`config.mk`:
```
export PLATFORM = sky130hd
export DESIGN_NAME = seg7_num_feeder
export DESIGN_NICKNAME = d
export VERILOG_FILES = /design/src/rtl/seg7_pkg.sv /design/src/rtl/seg7_hex_enc.sv /design/src/rtl/seg7_num_feeder.sv
export SDC_FILE = /design/constraint.sdc
export NUM_CORES = 1
export LEC_CHECK = 0
export ABC_AREA = 1
export CAP_MARGIN = 0
export CORE_MARGIN = 5
export CORE_UTILIZATION = 55
export DETAILED_ROUTE_END_ITERATION = 6
export PLACE_DENSITY_LB_ADDON = 0.05
export SYNTH_ARGS = -nofsm -noshare
export SYNTH_HDL_FRONTEND = slang
export SYNTH_SLANG_ARGS = --single-unit
```
`constraint.sdc`:
```
create_clock -name clk -period 6.7 [get_ports clk]
set_input_delay 0.67 -clock clk [delete_from_list [all_inputs] [get_ports clk]]
set_output_delay 0.67 -clock clk [all_outputs]
set_load 0.005 [all_outputs]
```
`src/rtl/seg7_pkg.sv`:
```
// Shared definitions for the seg7 number feeder: FSM states, glyph table and constants.
// Latency: n/a (types and constants only).
// Backpressure: n/a.
// Contents: state_t enum, SEG_BLANK / SEG_DASH / DEC_MAX constants, GLYPH_TBL (16 entries).
package seg7_pkg;

    typedef enum logic [2:0] {
        IDLE = 3'd0,
        CONV = 3'd1,
        ENC  = 3'd2,
        WR0  = 3'd3,
        WR1  = 3'd4
    } state_t;

    localparam logic [7:0]  SEG_BLANK = 8'hFF;
    localparam logic [7:0]  SEG_DASH  = 8'hBF;
    localparam logic [31:0] DEC_MAX   = 32'd99_999_999;

    // Active-low {dp,g,f,e,d,c,b,a}; entry n is the glyph for nibble n (0 in the LSB byte).
    localparam logic [15:0][7:0] GLYPH_TBL = {
        8'h8E, 8'h86, 8'hA1, 8'hC6, 8'h83, 8'h88, 8'h90, 8'h80,
        8'hF8, 8'h82, 8'h92, 8'h99, 8'hB0, 8'hA4, 8'hF9, 8'hC0
    };

endpackage

```
`src/rtl/seg7_hex_enc.sv`:
```
// Nibble to seven-segment glyph lookup.
// Latency: combinational.
// Backpressure: none.
// Ports: i_nib (4-bit digit value), o_seg (active-low segment byte).
module seg7_hex_enc
    import seg7_pkg::*;
(
    input  logic [3:0] i_nib,
    output logic [7:0] o_seg
);

    assign o_seg = GLYPH_TBL[i_nib];

endmodule

```
`src/rtl/seg7_num_feeder.sv`:
```
// Converts a 32-bit number (hex or unsigned decimal) into 8 segment bytes and writes them to seg7 RAM.
// Latency: decimal word0/word1 commit at accept+29/+30; hex or overflow at accept+2/+3.
// Backpressure: in_ready only in IDLE; requests while busy are dropped, not queued.
// Ports: clk, rst (sync, active-high); in_valid/in_data/hex_mode/in_ready request side;
//        done pulse with word1; seg_D/seg_A/seg_be/seg_we drive the seg7 write port.
// Optional: define SEG7_LZB_EN to blank leading zeros in decimal mode (digit 0 always shown).
module seg7_num_feeder
    import seg7_pkg::*;
#(
    parameter int DEC_BITS = 27,
    parameter int DIGITS   = 8
) (
    input  logic        clk,
    input  logic        rst,
    input  logic        in_valid,
    input  logic [31:0] in_data,
    input  logic        hex_mode,
    output logic        in_ready,
    output logic        done,
    output logic [31:0] seg_D,
    output logic        seg_A,
    output logic [3:0]  seg_be,
    output logic        seg_we
);

    localparam int                CNT_W    = $clog2(DEC_BITS);
    localparam logic [CNT_W-1:0]  CNT_LAST = CNT_W'(DEC_BITS - 1);

    state_t                  r_state, w_next;
    logic [4*DIGITS-1:0]     r_bcd;
    logic [DEC_BITS-1:0]     r_bin;
    logic [CNT_W-1:0]        r_cnt;
    logic                    r_hex;
    logic                    r_ovf;
    logic [8*DIGITS-1:0]     r_word;

    logic                    w_accept;
    logic [4*DIGITS-1:0]     w_adj;
    logic [DIGITS-1:0]       w_blank;
    logic [7:0]              w_glyph [DIGITS];
    logic [8*DIGITS-1:0]     w_seg;

    assign w_accept = in_valid && (r_state == IDLE);

    // Double-dabble correction: any BCD digit >= 5 gets +3 before the shift.
    // Per-digit glyph lookup with dash/blank overrides.
    for (genvar g = 0; g < DIGITS; g++) begin : g_digit
        assign w_adj[4*g +: 4] = (r_bcd[4*g +: 4] >= 4'd5) ? r_bcd[4*g +: 4] + 4'd3
                                                           : r_bcd[4*g +: 4];
        seg7_hex_enc u_enc (
            .i_nib (r_bcd[4*g +: 4]),
            .o_seg (w_glyph[g])
        );
        assign w_seg[8*g +: 8] = r_ovf      ? SEG_DASH  :
                                 w_blank[g] ? SEG_BLANK : w_glyph[g];
    end

`ifdef SEG7_LZB_EN
    // Walk down from the top digit; a digit is blank while every digit from it upward is zero.
    logic w_zrun;
    always_comb begin
        w_blank = '0;
        w_zrun  = 1'b1;
        for (int k = DIGITS - 1; k >= 1; k--) begin
            w_zrun     = w_zrun && (r_bcd[4*k +: 4] == 4'd0);
            w_blank[k] = w_zrun && !r_hex;
        end
    end
`else
    assign w_blank = '0;
`endif

    always_ff @(posedge clk) begin
        if (rst) r_state <= IDLE;
        else     r_state <= w_next;
    end

    always_comb begin
        w_next = r_state;
        case (r_state)
            IDLE: if (in_valid) w_next = (!hex_mode && in_data <= DEC_MAX) ? CONV : ENC;
            CONV: if (r_cnt == CNT_LAST) w_next = ENC;
            ENC:  w_next = WR0;
            WR0:  w_next = WR1;
            WR1:  w_next = IDLE;
            default: w_next = IDLE;
        endcase
    end

    always_ff @(posedge clk) begin
        if (rst) begin
            r_bcd  <= '0;
            r_bin  <= '0;
            r_cnt  <= '0;
            r_hex  <= 1'b0;
            r_ovf  <= 1'b0;
            r_word <= '0;
        end else begin
            if (w_accept) begin
                r_hex <= hex_mode;
                r_ovf <= !hex_mode && (in_data > DEC_MAX);
                r_cnt <= '0;
                r_bin <= in_data[DEC_BITS-1:0];
                // Hex reuses the BCD register as a plain nibble vector so ENC has one source.
                r_bcd <= hex_mode ? in_data : '0;
            end else if (r_state == CONV) begin
                r_bcd <= {w_adj[4*DIGITS-2:0], r_bin[DEC_BITS-1]};
                r_bin <= {r_bin[DEC_BITS-2:0], 1'b0};
                r_cnt <= r_cnt + 1'b1;
            end else if (r_state == ENC) begin
                r_word <= w_seg;
            end
        end
    end

    assign seg_be = 4'hF;

    always_comb begin
        in_ready = 1'b0;
        done     = 1'b0;
        seg_we   = 1'b0;
        seg_A    = 1'b0;
        seg_D    = '0;
        case (r_state)
            IDLE: in_ready = 1'b1;
            WR0: begin
                seg_we = 1'b1;
                seg_D  = r_word[31:0];
            end
            WR1: begin
                seg_we = 1'b1;
                seg_A  = 1'b1;
                seg_D  = r_word[63:32];
                done   = 1'b1;
            end
            default: ;
        endcase
    end

endmodule

```
Yosys cells after proc, flatten, opt, wreduce, memory -nomap -nowiden --
Memory sizes are Yosys's and may differ from the RTL's. A register that Yosys moved wholly into a read port is not among the register bits. Cells that the tools add are included.
Word-level totals: register bits 132, memories 8, output and inout bits 40, bits in read-only memories 1024
Cells by class: reduce and logical (&&, ||, !) cells 10, $add $sub $neg 9, bitwise operators 2, mux-type cells 53, magnitude comparators 18, equality and inequality tests 7
Memory list:
- (no name shown) | depth 16, bits a word 8, read ports 1, clocked after memory_dff 1, wr ports 0, RTL line seg7_hex_enc.sv:12 | assign o_seg = GLYPH_TBL[i_nib];
- (no name shown) | depth 16, bits a word 8, read ports 1, clocked after memory_dff 1, wr ports 0, RTL line seg7_hex_enc.sv:12
- (no name shown) | depth 16, bits a word 8, read ports 1, clocked after memory_dff 1, wr ports 0, RTL line seg7_hex_enc.sv:12
- (no name shown) | depth 16, bits a word 8, read ports 1, clocked after memory_dff 1, wr ports 0, RTL line seg7_hex_enc.sv:12
- (no name shown) | depth 16, bits a word 8, read ports 1, clocked after memory_dff 1, wr ports 0, RTL line seg7_hex_enc.sv:12
- (no name shown) | depth 16, bits a word 8, read ports 1, clocked after memory_dff 1, wr ports 0, RTL line seg7_hex_enc.sv:12
- 2 more memories
Operators by type and width (count):
- $mux 8 | 16
- $mux 32 | 3
- $mux 4 | 23
- $pmux 32 s2 | 1
- $mux 27 | 2
- $lt 4x5->1 const B | 8
- $ge 4x3->1 const B | 8
- $gt 32x27->1 const B | 1
- $le 32x27->1 const B | 1
- $add 4x2->4 const B | 7
- $pmux 3 s4 | 1
- $mux 3 | 3
- $eq 3x2->1 const B | 2
- $add 5x1->5 const B | 1
- $eq 5x5->1 const B | 1
- $ne 2x2->1 const B | 2
- $reduce_or 2->1 | 2
- $add 3x2->3 const B | 1
- $eq 3x1->1 const B | 1
- $eq 3x3->1 const B | 1
- $logic_and 1x1->1 | 3
- $logic_not 3->1 | 1
- $mux 1 | 3
- $reduce_and 3->1 | 1
- other kinds (5) | 6

Longest topological paths before layout --
Gate-level depths: netlist (run 1).
depth in word-level cells 6, mapped depth 16, mapped depth without buffers 16

By module --
Synthesis (run 1) repeated with hierarchy kept, for this count alone.
Second synthesis, totals: cells, all modules 1279, area, all modules 8805.9 µm²
Modules (own cells, without submodules):
- seg7_num_feeder | cells each 871, area each 6523.8 µm², instances 1, sequential area each 2642.5 µm²
- seg7_hex_enc | cells each 51, area each 285.3 µm², instances 8, sequential area each 0.0 µm²

Worst setup path after synthesis (run 1) --
Ideal clock, no wire load.
path kind input -> register, start point in hex_mode, end point reg g_digit[7].u_enc.o_seg[3] (netlist name), library setup time 0.112 ns, cell stages on the path 12, arrival time 2.278 ns, path buffers 2, data required time 6.588 ns, setup slack 4.310 ns, cell sequence clkbuf_1 > clkbuf_1 > nand3_1 > nand2_1 > nor2_1 > nor2_1 > inv_1 > ha_1 > nand3_1 > nand2_1 > nand2_1 > nand2_1
RTL lines:
- start, declared | RTL line seg7_num_feeder.sv:17 | input logic hex_mode,

Final worst setup path (run 1) --
start point reg r_state[0], end point out seg_D[1]
Between the ends: word-level cells in the longest chain between the ends 2, elaborated cells between the ends (all ways) 3, classes of those cells eq/ne: 2; mux: 1
RTL lines:
- start, declared | RTL line seg7_num_feeder.sv:29 | state_t r_state, w_next;
- start signal, assigned | RTL line seg7_num_feeder.sv:75 | else r_state <= w_next;
- $eq 3x3->1 / $eq 3x2->1 (equally long branches) | RTL line seg7_num_feeder.sv:124 | case (r_state)
- $pmux 32 s2 * | RTL line seg7_num_feeder.sv:124
- end, declared | RTL line seg7_num_feeder.sv:20 | output logic [31:0] seg_D,
Every way passes the cells marked *; elsewhere a longest branch is shown, timed or not.

==> results summary, run 1 <==
The flow ran to the end, and the final reports show no timing, DRC or antenna violations. The final critical-path share of the clock period is 52.2%. Once the floorplan was initialized, standard cells occupied 55.8% of the core. The floorplan die width is 145 um. Entering global routing, the biggest net connects 114 pins. The core footprint is 18000 um2. The fraction of synthesized cell area taken by the top area cell type came out at 36.1%. The count of nets after finishing came out at 1579. The multi-input gate area in the final layout came out at 5320 um2. The final routed wire length divided by cell count came out at 14.8 um. The relative slew slack came out at 29.3%. By startpoint and endpoint, the worst setup path is classified as flip-flop to primary output. The clock buffer count from CTS is 17.

The ratio of cells with drive above 1 in the final layout is 6.78%. The largest area contributor in the netlist is sky130_fd_sc_hd__dfxtp_1. The detailed-router iteration count before antenna repair is 5. The clock-pin slew of the registers on the worst-case setup and hold paths is 0.08 ns. The critical path goes through inv_2 -> nand3_2 -> o22ai_1 -> clkdlybuf4s50_1. The hold violation count in the final report is 0. The maximum net fanout on the critical path is 31.

The power density of the placed cells came out at 446 nW/um2. From bottom edge to top edge, the die measures 145 um. The routed wire length is 25400 um. Between clock sinks in the finished design, the worst skew comes to 0.00939 ns. The area added between synthesis and finish is 13.6%. In the post-synthesis netlist, the biggest area contributors are sky130_fd_sc_hd__dfxtp_1, sky130_fd_sc_hd__nand2_1, sky130_fd_sc_hd__ha_1. STA classifies the critical path endpoint as a primary output. The synthesized area divided by synthesized cell count is 6.94 um2. The number of cells on the worst reg-to-reg path came out at 13. The remaining design rule violation count came out at 0. The utilization after layout came out at 63.4%.

For the worst setup path, the data required time is 6.03 ns. The worst hold path was traced through 2 stages. The delay contributed by the slowest stage of the critical path came out at 0.62 ns. The instance area after placement is 10800 um2.

Post-CTS timing repair inserted 0 buffers for setup. The antenna diode count is 0. After the first detailed-routing iteration, the DRC count stood at 717.

The total setup violations reported at the end of the flow is 0. The via count is 9121. The share of the yosys chip area belonging to registers came out at 36.1%. The number of distinct library cells after synthesis is 39. Static timing analysis puts the maximum clock frequency at 286 MHz. The number of flops mapped to enable cells by yosys is 0. The family with the most delay on the worst path is buffers and inverters. In this run the number of cells on the critical path is 4. The global-route wire length before repair is 41600 um. In the synthesized netlist the dominant register cell turns out to be sky130_fd_sc_hd__dfxtp_1. The arrival time reported for the critical path endpoint came out at 2.82 ns.

The die covers 21000 um2. The tree is rooted in a sky130_fd_sc_hd__clkbuf_16. The library cell contributing the largest single delay on the critical path is sky130_fd_sc_hd__nand3_2. In this run the count of I/O pins placed on the die edge is 76. The fraction of registers with async set or reset after synthesis is 0%. The library cell used most frequently in the layout, excluding fill and tap cells, is sky130_fd_sc_hd__nand2_1. The layout has 1649 filler cells. The number of buffers and inverters on the critical path is 2.

The number of warnings reported in the yosys synthesis log came out at 0. The maximum number of buffers from clock root to sink came out at 2. The via count of the first global-routing pass is 8294. The number of antenna-violating nets in the routed design came out at 0. The estimated wirelength of the detail-placed design came out at 17600 um. Setup repair after global routing left no endpoint under its margin. The post-CTS resize count came out at 0.

The number of buffers added to fix hold violations after cts came out at 0. The number of synthesized register bits is 181. The cell count after synthesis came out at 1444.

The max-slew violation total from the final report came to 0. The clock period could shrink to 3.49 ns. In the global route stage, overall resource usage came out at 23.6%. The maximum vdd drop came out at 0.000242 V. The quantity of I/O buffers inserted on ports came out at 71. The floorplan has 49 rows. The initial antenna violation count is 0. The area taken by flip-flops and latches is 3620 um2. The final standard cell area without fillers is 11400 um2.

The class of the most critical hold timing path is flip-flop to flip-flop. In the routed layout, each cell is associated on average with a via count of 5.31. The mapped netlist covers 10000 um2. STA classifies the critical path startpoint as a flip-flop. Summed over all cells, the static leakage comes to 5.52 nW. The clock tree from TritonCTS is built. The actual transition at the worst max-transition pin came out at 1.06 ns. Counting every sink on the clock net gives 181. The sum of negative setup slack came out at 0 ns.

The clock latency reported for the late side of the worst-skew pair is 0.44 ns. The library cells used most frequently in the layout, excluding fill and tap cells, are sky130_fd_sc_hd__nand2_1, sky130_fd_sc_hd__inv_1, sky130_fd_sc_hd__dfxtp_1, sky130_fd_sc_hd__nand3_1, sky130_fd_sc_hd__clkdlybuf4s50_1. Max-cap violations in this run came to 0. The H-tree was split into 4 levels. The total overflow left after global routing is 0. The routability-driven placement congestion ratio is 0.880.
## flip-flops by register name, indices dropped and copies added, names as in the netlist
name	flops
r_state	3
g_digit.u_enc.o_seg	56
r_cnt	5
r_word	57
r_bin	27
r_ovf	1
r_bcd	32
## layer usage
metal | share of wire (%) | global-route usage [%] | wire length (um) | up-vias
li1 | - | - | - | 4735
met1 | 48 | 33.5 | 12200 | 4076
met2 | 43 | 36.0 | 11000 | 272
met3 | 6.5 | 5.27 | 1650 | 38
met5 | 0 | 0 | 0 | -
met4 | 2.1 | 7.16 | 543 | 0
## worst register-to-register path, cell delays in order (launching register included)
cell,delay [ns]
sky130_fd_sc_hd__dfxtp_1,0.44
sky130_fd_sc_hd__nor2_4,0.12
sky130_fd_sc_hd__nand2_1,0.39
sky130_fd_sc_hd__clkinv_1,0.84
sky130_fd_sc_hd__nand2_1,0.27
sky130_fd_sc_hd__nor2_1,0.08
sky130_fd_sc_hd__nor2_1,0.17
sky130_fd_sc_hd__nor2_1,0.13
sky130_fd_sc_hd__inv_1,0.17
sky130_fd_sc_hd__ha_1,0.26
sky130_fd_sc_hd__nand3_1,0.09
sky130_fd_sc_hd__nand2_1,0.06
sky130_fd_sc_hd__nand2_1,0.05
sky130_fd_sc_hd__nand2_1,0.05
## power breakdown
group          internal, mW  switching, mW  total (mW)
Sequential             1.49          0.184        1.67
Clock                 0.577          0.489        1.07
Combinational         0.744           1.60        2.35
## through the flow
step                      hold WS, ns  setup slack (ns)  instances  power, mW
after detailed placement        0.447              2.87       1687       4.01
final                           0.459              3.21       1719       5.08
after floorplan                 0.436              4.31       1447       3.46
after global placement          0.444              2.86       1687       3.99
after global routing            0.481              2.96       1719       5.52
after CTS                       0.460              3.20       1719       5.09
## cells in the mapped netlist, types with 3 or more instances
library cell and number:
sky130_fd_sc_hd__buf_2 9, sky130_fd_sc_hd__or2_2 5, sky130_fd_sc_hd__dfxtp_1 181, sky130_fd_sc_hd__inv_1 190, sky130_fd_sc_hd__clkbuf_1 33, sky130_fd_sc_hd__nand3_1 141, sky130_fd_sc_hd__buf_6 5, sky130_fd_sc_hd__nor3_1 50
sky130_fd_sc_hd__o211ai_1 7, sky130_fd_sc_hd__a21oi_4 5, sky130_fd_sc_hd__nand2_1 434, sky130_fd_sc_hd__inv_2 15, sky130_fd_sc_hd__a21boi_0 3, sky130_fd_sc_hd__ha_1 66, sky130_fd_sc_hd__a31oi_1 10, sky130_fd_sc_hd__o22ai_1 28
sky130_fd_sc_hd__nand4_1 14, sky130_fd_sc_hd__o21ai_1 6, sky130_fd_sc_hd__a21oi_2 6, sky130_fd_sc_hd__a21oi_1 42, sky130_fd_sc_hd__xor2_1 3, sky130_fd_sc_hd__buf_4 11, sky130_fd_sc_hd__o21ai_0 32, sky130_fd_sc_hd__a211oi_1 56
sky130_fd_sc_hd__o21ai_2 9, sky130_fd_sc_hd__buf_1 8, sky130_fd_sc_hd__nor2_1 46, sky130_fd_sc_hd__nand2_2 14, sky130_fd_sc_hd__clkinv_1 3
## final timing paths
path                           startpoint                           endpoint  slack [ns]
setup / recovery  r_state[0]$_SDFFE_PP0P_                           seg_D[1]        3.21
hold / removal    r_word[55]$_SDFFE_PP0P_            r_word[55]$_SDFFE_PP0P_        0.46
setup reg to reg  r_state[2]$_SDFFE_PP0P_  g_digit[7].u_enc.o_seg[3]$_DFF_P_        3.49
hold reg to reg   r_word[55]$_SDFFE_PP0P_            r_word[55]$_SDFFE_PP0P_        0.46
## cells by family (layout without fill, tap and decap cells)
logic type | Yosys count | in the layout | share of synthesized area, %
XOR/XNOR | 3 | 3 | 0.262
AND/OR/NAND/NOR | 711 | 711 | 30.3
AO/OA/AOI/OAI | 208 | 208 | 13.8
adder cells (fa/ha/maj) | 66 | 66 | 8.23
buffers and inverters | 274 | 317 | 11.2
other | 1 | 4 | 0.0374
flip-flops | 181 | 181 | 36.1
## final cells by class
cell class              instances  share of cell area, %
clock buffers                  17                   3.73
clock inverters                15                   1.81
inverters                     208                   6.85
multi-input cells             992                   46.7
flip-flops and latches        181                   31.8
well taps                     229                   2.52
repair buffers                 77                   6.59
Power figures use the tool's default switching activity.
==> run 2: changes to the inputs <==
--- a/config.mk
+++ b/config.mk
@@ -8,7 +8,7 @@
 export ABC_AREA = 1
 export CAP_MARGIN = 0
 export CORE_MARGIN = 5
-export CORE_UTILIZATION = 55
+export CORE_UTILIZATION = 54
 export DETAILED_ROUTE_END_ITERATION = 6
 export PLACE_DENSITY_LB_ADDON = 0.05
 export SYNTH_ARGS = -nofsm -noshare
==> constraint.sdc (replaced) <==
create_clock -name clk -period 3.1 [get_ports clk]
set_input_delay 0.31 -clock clk [delete_from_list [all_inputs] [get_ports clk]]
set_output_delay 0.31 -clock clk [all_outputs]
set_load 0.005 [all_outputs]
==> run 2 against run 1 <==
Sequential share of layout area fell by 0.32 points. Core utilization about the same. Register-to-register slack lost 3.0 ns. Final cell count grew 0.81%. Via count rose by 1.7%. Combinational power is 120% higher. Clock power is 100% higher. Die area grew 1.7%. Critical path type unchanged. First-iteration DRC count is 13% higher.
==> results summary, run 2 (same netlist as run 1, synthesis figures left out) <==
The area added between synthesis and finish came out at 14.7%. In the layout the commonest cells are sky130_fd_sc_hd__nand2_1, sky130_fd_sc_hd__inv_1, sky130_fd_sc_hd__dfxtp_1, sky130_fd_sc_hd__nand3_1, sky130_fd_sc_hd__clkdlybuf4s50_1. The largest net degree at the start of global routing came out at 68. The sum of negative setup slack came out at 0 ns. The violation count after the first detailed-routing iteration came out at 810. The total setup violations reported at the end of the flow came out at 0.

The core footprint came out at 18100 um2. No sink is reached through more buffers than the 2 on the longest clock path. For the worst flop-to-flop path, the logic depth is 14. Leaving out fill and tap cells, the most frequent cell in the layout is sky130_fd_sc_hd__nand2_1. Setup repair after global routing left no endpoint under its margin. In the routed layout, each cell is associated on average with a via count of 5.35. The clock latency reported for the late side of the worst-skew pair came out at 0.43 ns. The number of maximum-capacitance violations is 0. In this run, the combinational gates consume 47.8% of the power.

The utilization after layout came out at 63.4%. The via count of the first global-routing pass is 8479. The internal power of the cells totals 6.04 mW. The count of placed standard cells in the final layout, fillers left out is 1733. Across every metal layer, demand over resource in global routing totals 24.2%. The number of antenna-violating nets in the routed design is 0. The effective utilization at floorplan is 55.3%. The detailed-router iteration count before antenna repair is 5.

The total chip power came out at 11.0 mW. The hold violation count in the final report came out at 0. The maximum net fanout on the critical path came out at 24. The die extent in y came out at 146 um. The number of buffers added to fix hold violations after cts is 0. After layout, the worst path uses 90.1% of the clock period. Gates resized during post-CTS repair numbered 0. The actual transition at the worst max-transition pin is 0.715 ns. In this run, CTS created clock tree buffers numbering 17. Subtracting the final worst setup slack from the clock period gives 2.79 ns. The type of element launching the critical path is a flip-flop. For this design the static power due to leakage is 5.59 nW. The launch instance of the worst register-to-register path is r_state[0]$_SDFFE_PP0P_.

The initial antenna violation count came to 0. Registers are responsible for 32.8% of the overall power. The total congestion overflow came out at 0. The via count came out at 9276. The routability-driven placement congestion ratio is 0.907. The TritonCTS sink count came out at 181. The ratio of cells with drive above 1 in the final layout came out at 7.65%. Net switching is 45.2% of the power. Power spread over the standard cell area amounts to 957 nW/um2. The max-slew violation total from the final report came to 0. The routed wire length is 26000 um. The buffer count from post-CTS setup fixing came out at 0. The net load switching power came out at 4.97 mW.

Measured along the x axis, the die boundary spans 146 um. The instance area after placement is 10900 um2. The HPWL after detailed placement is 18800 um.

The relative slew slack came out at 52.3%. More flip-flops sit in one register than any other, and that register is r_word. The tightest min-delay check is of the input port to flip-flop type. The worst setup path is captured at a primary output. The run finished with clean final reports. The die covers 21400 um2. The count of nets after finishing is 1593. The highest clock rate is 358 MHz. The level count of the clock H-tree came out at 4.

The standard-cell row count came out at 49. In this run, the clock network consumes 19.4% of the power. Across the routed clock network, the largest skew measured is 0.00960 ns. The kind of critical path is flip-flop to primary output. The count of pins on the block boundary came out at 76.

The first global-routing pass estimated 42700 um of wire. TritonCTS built the clock tree. The quantity of I/O buffers inserted on ports came out at 71. The maximum vdd drop came out at 0.000507 V. The arrival time reported for the critical path endpoint is 2.48 ns. The instance count after placement with tap cells included came out at 1701. The number of flip-flops in the largest register is 57.

The master cell of the clock root buffer is sky130_fd_sc_hd__clkbuf_16. The remaining design rule violation count is 0. Dividing the detail-routed wire length by the instance count gives 15.0 um. Along the worst hold path, the cell count comes to 2. The worst path required time came out at 2.79 ns.

Tracing the worst setup path back leads to its startpoint at r_state[0]$_SDFFE_PP0P_. 0 antenna diodes ended up in the layout. The final standard cell area without fillers came out at 11500 um2. Clock-pin slew was measured on the worst setup and hold paths at 0.08 ns. The startpoint of the worst hold path is rst.
[run 2: through the flow]
step | setup WS, ns | hold slack [ns]
floorplan | 0.948 | 0.436
global placement | 0.386 | 0.447
detailed placement | 0.342 | 0.452
CTS | 0.0903 | 0.424
global route | 0.225 | 0.460
finish | 0.308 | 0.420
[run 2: metal layers]
metal	routed length, um	up-vias	global-route usage [%]
li1	-	4744	-
met1	12300	4188	33.7
met2	11600	304	38.6
met3	1470	40	3.59
met4	584	0	7.86
met5	0	-	0
[run 2: final timing paths]
check	to	slack, ns
worst min-delay path	r_bcd[28]$_SDFFE_PP0N_	0.42
worst max-delay path	seg_D[4]	0.31
worst max register to register	g_digit[2].u_enc.o_seg[0]$_DFF_P_	0.54
worst min register to register	r_word[55]$_SDFFE_PP0P_	0.46
[run 2: final cells by class]
class / count / area, um2
Inverter: 208 / 781
Tap cell: 229 / 287
Clock inverter: 15 / 154
Timing Repair Buffer: 91 / 918
Sequential cell: 181 / 3620
Fill cell: 1697 / 6640
Clock buffer: 17 / 425
Multi-Input combinational cell: 992 / 5320
[run 2: power groups by stage]
stage,Combinational (mW),Clock [mW],Sequential [mW]
3_3_place_gp,5.14,0,3.64
5_1_grt,5.96,2.25,3.70
2_1_floorplan,3.97,0,3.52
6_report,5.26,2.14,3.61
3_5_place_dp,5.19,0,3.65
4_1_cts,5.23,2.17,3.61
[run 2: worst max-delay path, cell delays in order (launching register included)]
cell                              delay, ns
sky130_fd_sc_hd__dfxtp_1               0.42
sky130_fd_sc_hd__inv_2                 0.17
sky130_fd_sc_hd__nand3_2               0.31
sky130_fd_sc_hd__buf_12                0.29
sky130_fd_sc_hd__o22ai_1               0.28
sky130_fd_sc_hd__clkdlybuf4s50_1       0.57
==> run 3: changes to the inputs <==
--- a/config.mk
+++ b/config.mk
@@ -10,6 +10,7 @@
 export CORE_MARGIN = 5
 export CORE_UTILIZATION = 54
 export DETAILED_ROUTE_END_ITERATION = 6
+export MAX_ROUTING_LAYER = met4
 export PLACE_DENSITY_LB_ADDON = 0.05
 export SYNTH_ARGS = -nofsm -noshare
 export SYNTH_HDL_FRONTEND = slang
==> run 3 against run 2 <==
Flip-flop and latch count unchanged. Critical path depth unchanged. Die area did not move. Via count up 0.42%. Clock-buffer cell count increased by 4. Global-route usage increased by 0.87 points. Largest power group unchanged. Clock power rose by 5%. Setup slack got worse by 0.21 ns. Critical path type unchanged. Final area increased by 0.28%. Worst hold slack about the same. Non-clock buffer count increased by 6.
==> results summary, run 3 (same netlist as run 1, synthesis figures left out) <==
The detailed-router iteration count before antenna repair is 5. The total die area is 21400 um2. The net switching share of the total power is 43.8%. The routed layout has 9315 vias.

Leaving out fill and tap cells, the most frequent cells in the layout are sky130_fd_sc_hd__nand2_1, sky130_fd_sc_hd__inv_1, sky130_fd_sc_hd__dfxtp_1, sky130_fd_sc_hd__nand3_1, sky130_fd_sc_hd__clkdlybuf4s50_1. The TritonCTS sink count is 181. Among cell families on the critical path, the largest total delay comes from buffers and inverters. The final standard cell area without fillers is 11500 um2. The via count of the first global-routing pass is 8613.

The final routed wire length divided by cell count came out at 15.0 um. The internal power came out at 6.22 mW. The shortest clock period the worst path allows after layout is 3.01 ns. The clock latency reported for the late side of the worst-skew pair came out at 0.44 ns.

The register-to-register setup slack came out at 0.42 ns. The post-CTS resize count came out at 0. The total global-route track usage came out at 25.0%.

The static leakage came out at 5.62 nW. In this run the worst hold path is classified as input port to flip-flop. After layout, the worst path uses 96.9% of the clock period. The global-route met3 utilization is 4.03%. Global routing used 38.7% of the available met2 tracks.

Setup repair after global routing left no endpoint under its margin. The kind of critical path is flip-flop to primary output. The post-placement worst setup slack is 0.327 ns. The least setup slack across all paths after layout came out at 0.0949 ns. The initial antenna violation count is 0. For this run, the top clock speed supported by timing is 333 MHz. Combinational logic burns 47.2% of the power.

The largest net degree at the start of global routing came out at 73. The number of cells on the critical path is 5. After clock tree synthesis, the clock-pin slew on the worst setup and hold paths is 0.07 ns. The number of maximum-capacitance violations came out at 0.

After detailed placement, the total cell area comes to 10900 um2. In this run the critical register-to-register path is launched from r_state[0]$_SDFFE_PP0P_. The critical path starts at r_state[0]$_SDFFE_PP0P_. In this run the critical register-to-register path is captured at g_digit[7].u_enc.o_seg[5]$_DFF_P_. The max-slew violation total from the final report is 0. The ratio of cells with drive above 1 in the final layout came out at 7.88%. The maximum net fanout on the critical path came out at 22. Once detail routing completed, the nets flagged for antenna violations numbered 0.

The count of buffers added on input and output ports is 71. Adding up every negative setup slack in the final design gives 0 ns. The area added between synthesis and finish is 15.1%. Ranked by flip-flop count, first place goes to r_word. The effective utilization at floorplan is 55.3%. The largest individual stage delay along the critical path comes from the cell sky130_fd_sc_hd__clkdlybuf4s50_1. The level count of the clock H-tree came out at 4. The critical path ends at seg_D[23]. The clock passes through at most 2 buffers. For the worst setup path, the data required time is 2.79 ns.

The most common library cell in the layout ignoring fill and taps is sky130_fd_sc_hd__nand2_1. The number of flip-flops in the largest register is 57. The power share of the sequential group is 32.6%. The number of placed instances, taps included, is 1707. The remaining design rule violation count is 0. Buffers added to address setup during post-CTS repair amount to 0. The number of buffers and inverters on the critical path is 3. For this design the total switching power over the nets is 4.85 mW.

STA classifies the critical path startpoint as a flip-flop. In this run the power density over the cells is 960 nW/um2. The relative slew slack is 48.4%. The delay contributed by the slowest stage of the critical path came out at 0.56 ns. In this run, the number of DRC markers left after iteration 0 of detailed routing was 651. The standard-cell row count is 49.

The total chip power is 11.1 mW. The count of pins on the block boundary is 76. The die extent in y came out at 146 um. The repair_antennas step left the layout with diodes totalling 0. Clock tree synthesis selected as its root buffer the cell sky130_fd_sc_hd__clkbuf_16. Detailed placement ended at an HPWL of 18800 um. The routed wire length is 26100 um.

VDD sags by at most 0.000527 V. The congestion estimate from routability-driven global placement came to 0.923. At the pin with the least slew margin, the transition time is 0.774 ns. The final layout contains 1599 nets. After global routing, the most crowded layer is met2.

The number of cells on the worst reg-to-reg path came out at 15. The clock network accounts for 20.3% of the total power. The worst-case clock skew came out at 0.0122 ns. After filler insertion, the fill cell instance count of the layout stands at 1677. After floorplanning, the core was sized to cover 18100 um2. The total setup violations reported at the end of the flow is 0.

The hold violation count in the final report is 0. The global-route wire length before repair is 43100 um. The arrival time reported for the critical path endpoint came out at 2.70 ns.

The type of element capturing the critical path is a primary output. The global-route track usage on met1 is 33.8%. The detail-routed via count per cell came out at 5.36. The count of placed standard cells in the final layout, fillers left out came out at 1739.

TritonCTS built the clock tree. The clock buffer count from CTS came out at 17. The total congestion overflow is 0.

The floorplan die width is 146 um. The critical path goes through inv_2 -> nand3_1 -> buf_12 -> a21oi_1 -> clkdlybuf4s50_1. The number of buffers added to fix hold violations after cts came out at 0. The run finished with clean final reports.
==> run 3: changes by cell type in the layout (fill, tap and decap cells not counted), sizes merged <==
cell | before | now
inv | 214 | 209
buf | 21 | 27
clkinv | 8 | 7
bufinv | 0 | 2
clkbuf | 17 | 21
==> run 3: layout make-up <==
class	count	area (um2)	area share [%]
clock buffer	21	470	4.08
clock inverter	11	139	1.20
inverter	208	781	6.77
multi-input combinational	992	5310	46.0
sequential	181	3620	31.4
tap	229	287	2.48
timing repair buffer	97	926	8.02
==> run 3: per-layer routing <==
layer | vias up | wire length, um
li1 | 4766 | -
met1 | 4243 | 12400
met2 | 261 | 11800
met3 | 45 | 1330
met4 | 0 | 575
met5 | - | 0
==> run 3: how the worst min path moves through the flow <==
stage                             from                 endpoint  slack, ns  depth (start not counted)
5_1_grt                            rst   r_bcd[28]$_SDFFE_PP0N_       0.44                          2
3_5_place_dp   r_word[55]$_SDFFE_PP0P_  r_word[55]$_SDFFE_PP0P_       0.45                          2
6_report                           rst   r_bcd[28]$_SDFFE_PP0N_       0.42                          2
2_1_floorplan  r_word[55]$_SDFFE_PP0P_  r_word[55]$_SDFFE_PP0P_       0.44                          2
4_1_cts                            rst   r_bcd[28]$_SDFFE_PP0N_       0.41                          2
3_3_place_gp   r_word[55]$_SDFFE_PP0P_  r_word[55]$_SDFFE_PP0P_       0.44                          2
==> run 3: power groups by stage <==
stage	combinational [mW]	sequential (mW)	clock (mW)
2_1_floorplan	3.97	3.52	0
3_3_place_gp	5.14	3.65	0
3_5_place_dp	5.17	3.65	0
4_1_cts	5.21	3.60	2.27
5_1_grt	5.93	3.69	2.38
6_report	5.22	3.61	2.24
==> run 3: stage by stage <==
stage               hold WS [ns]  util, %
global placement           0.445     60.2
floorplan                  0.436        -
global route               0.435     63.6
finish                     0.420     63.6
CTS                        0.406     63.6
detailed placement         0.452     60.2
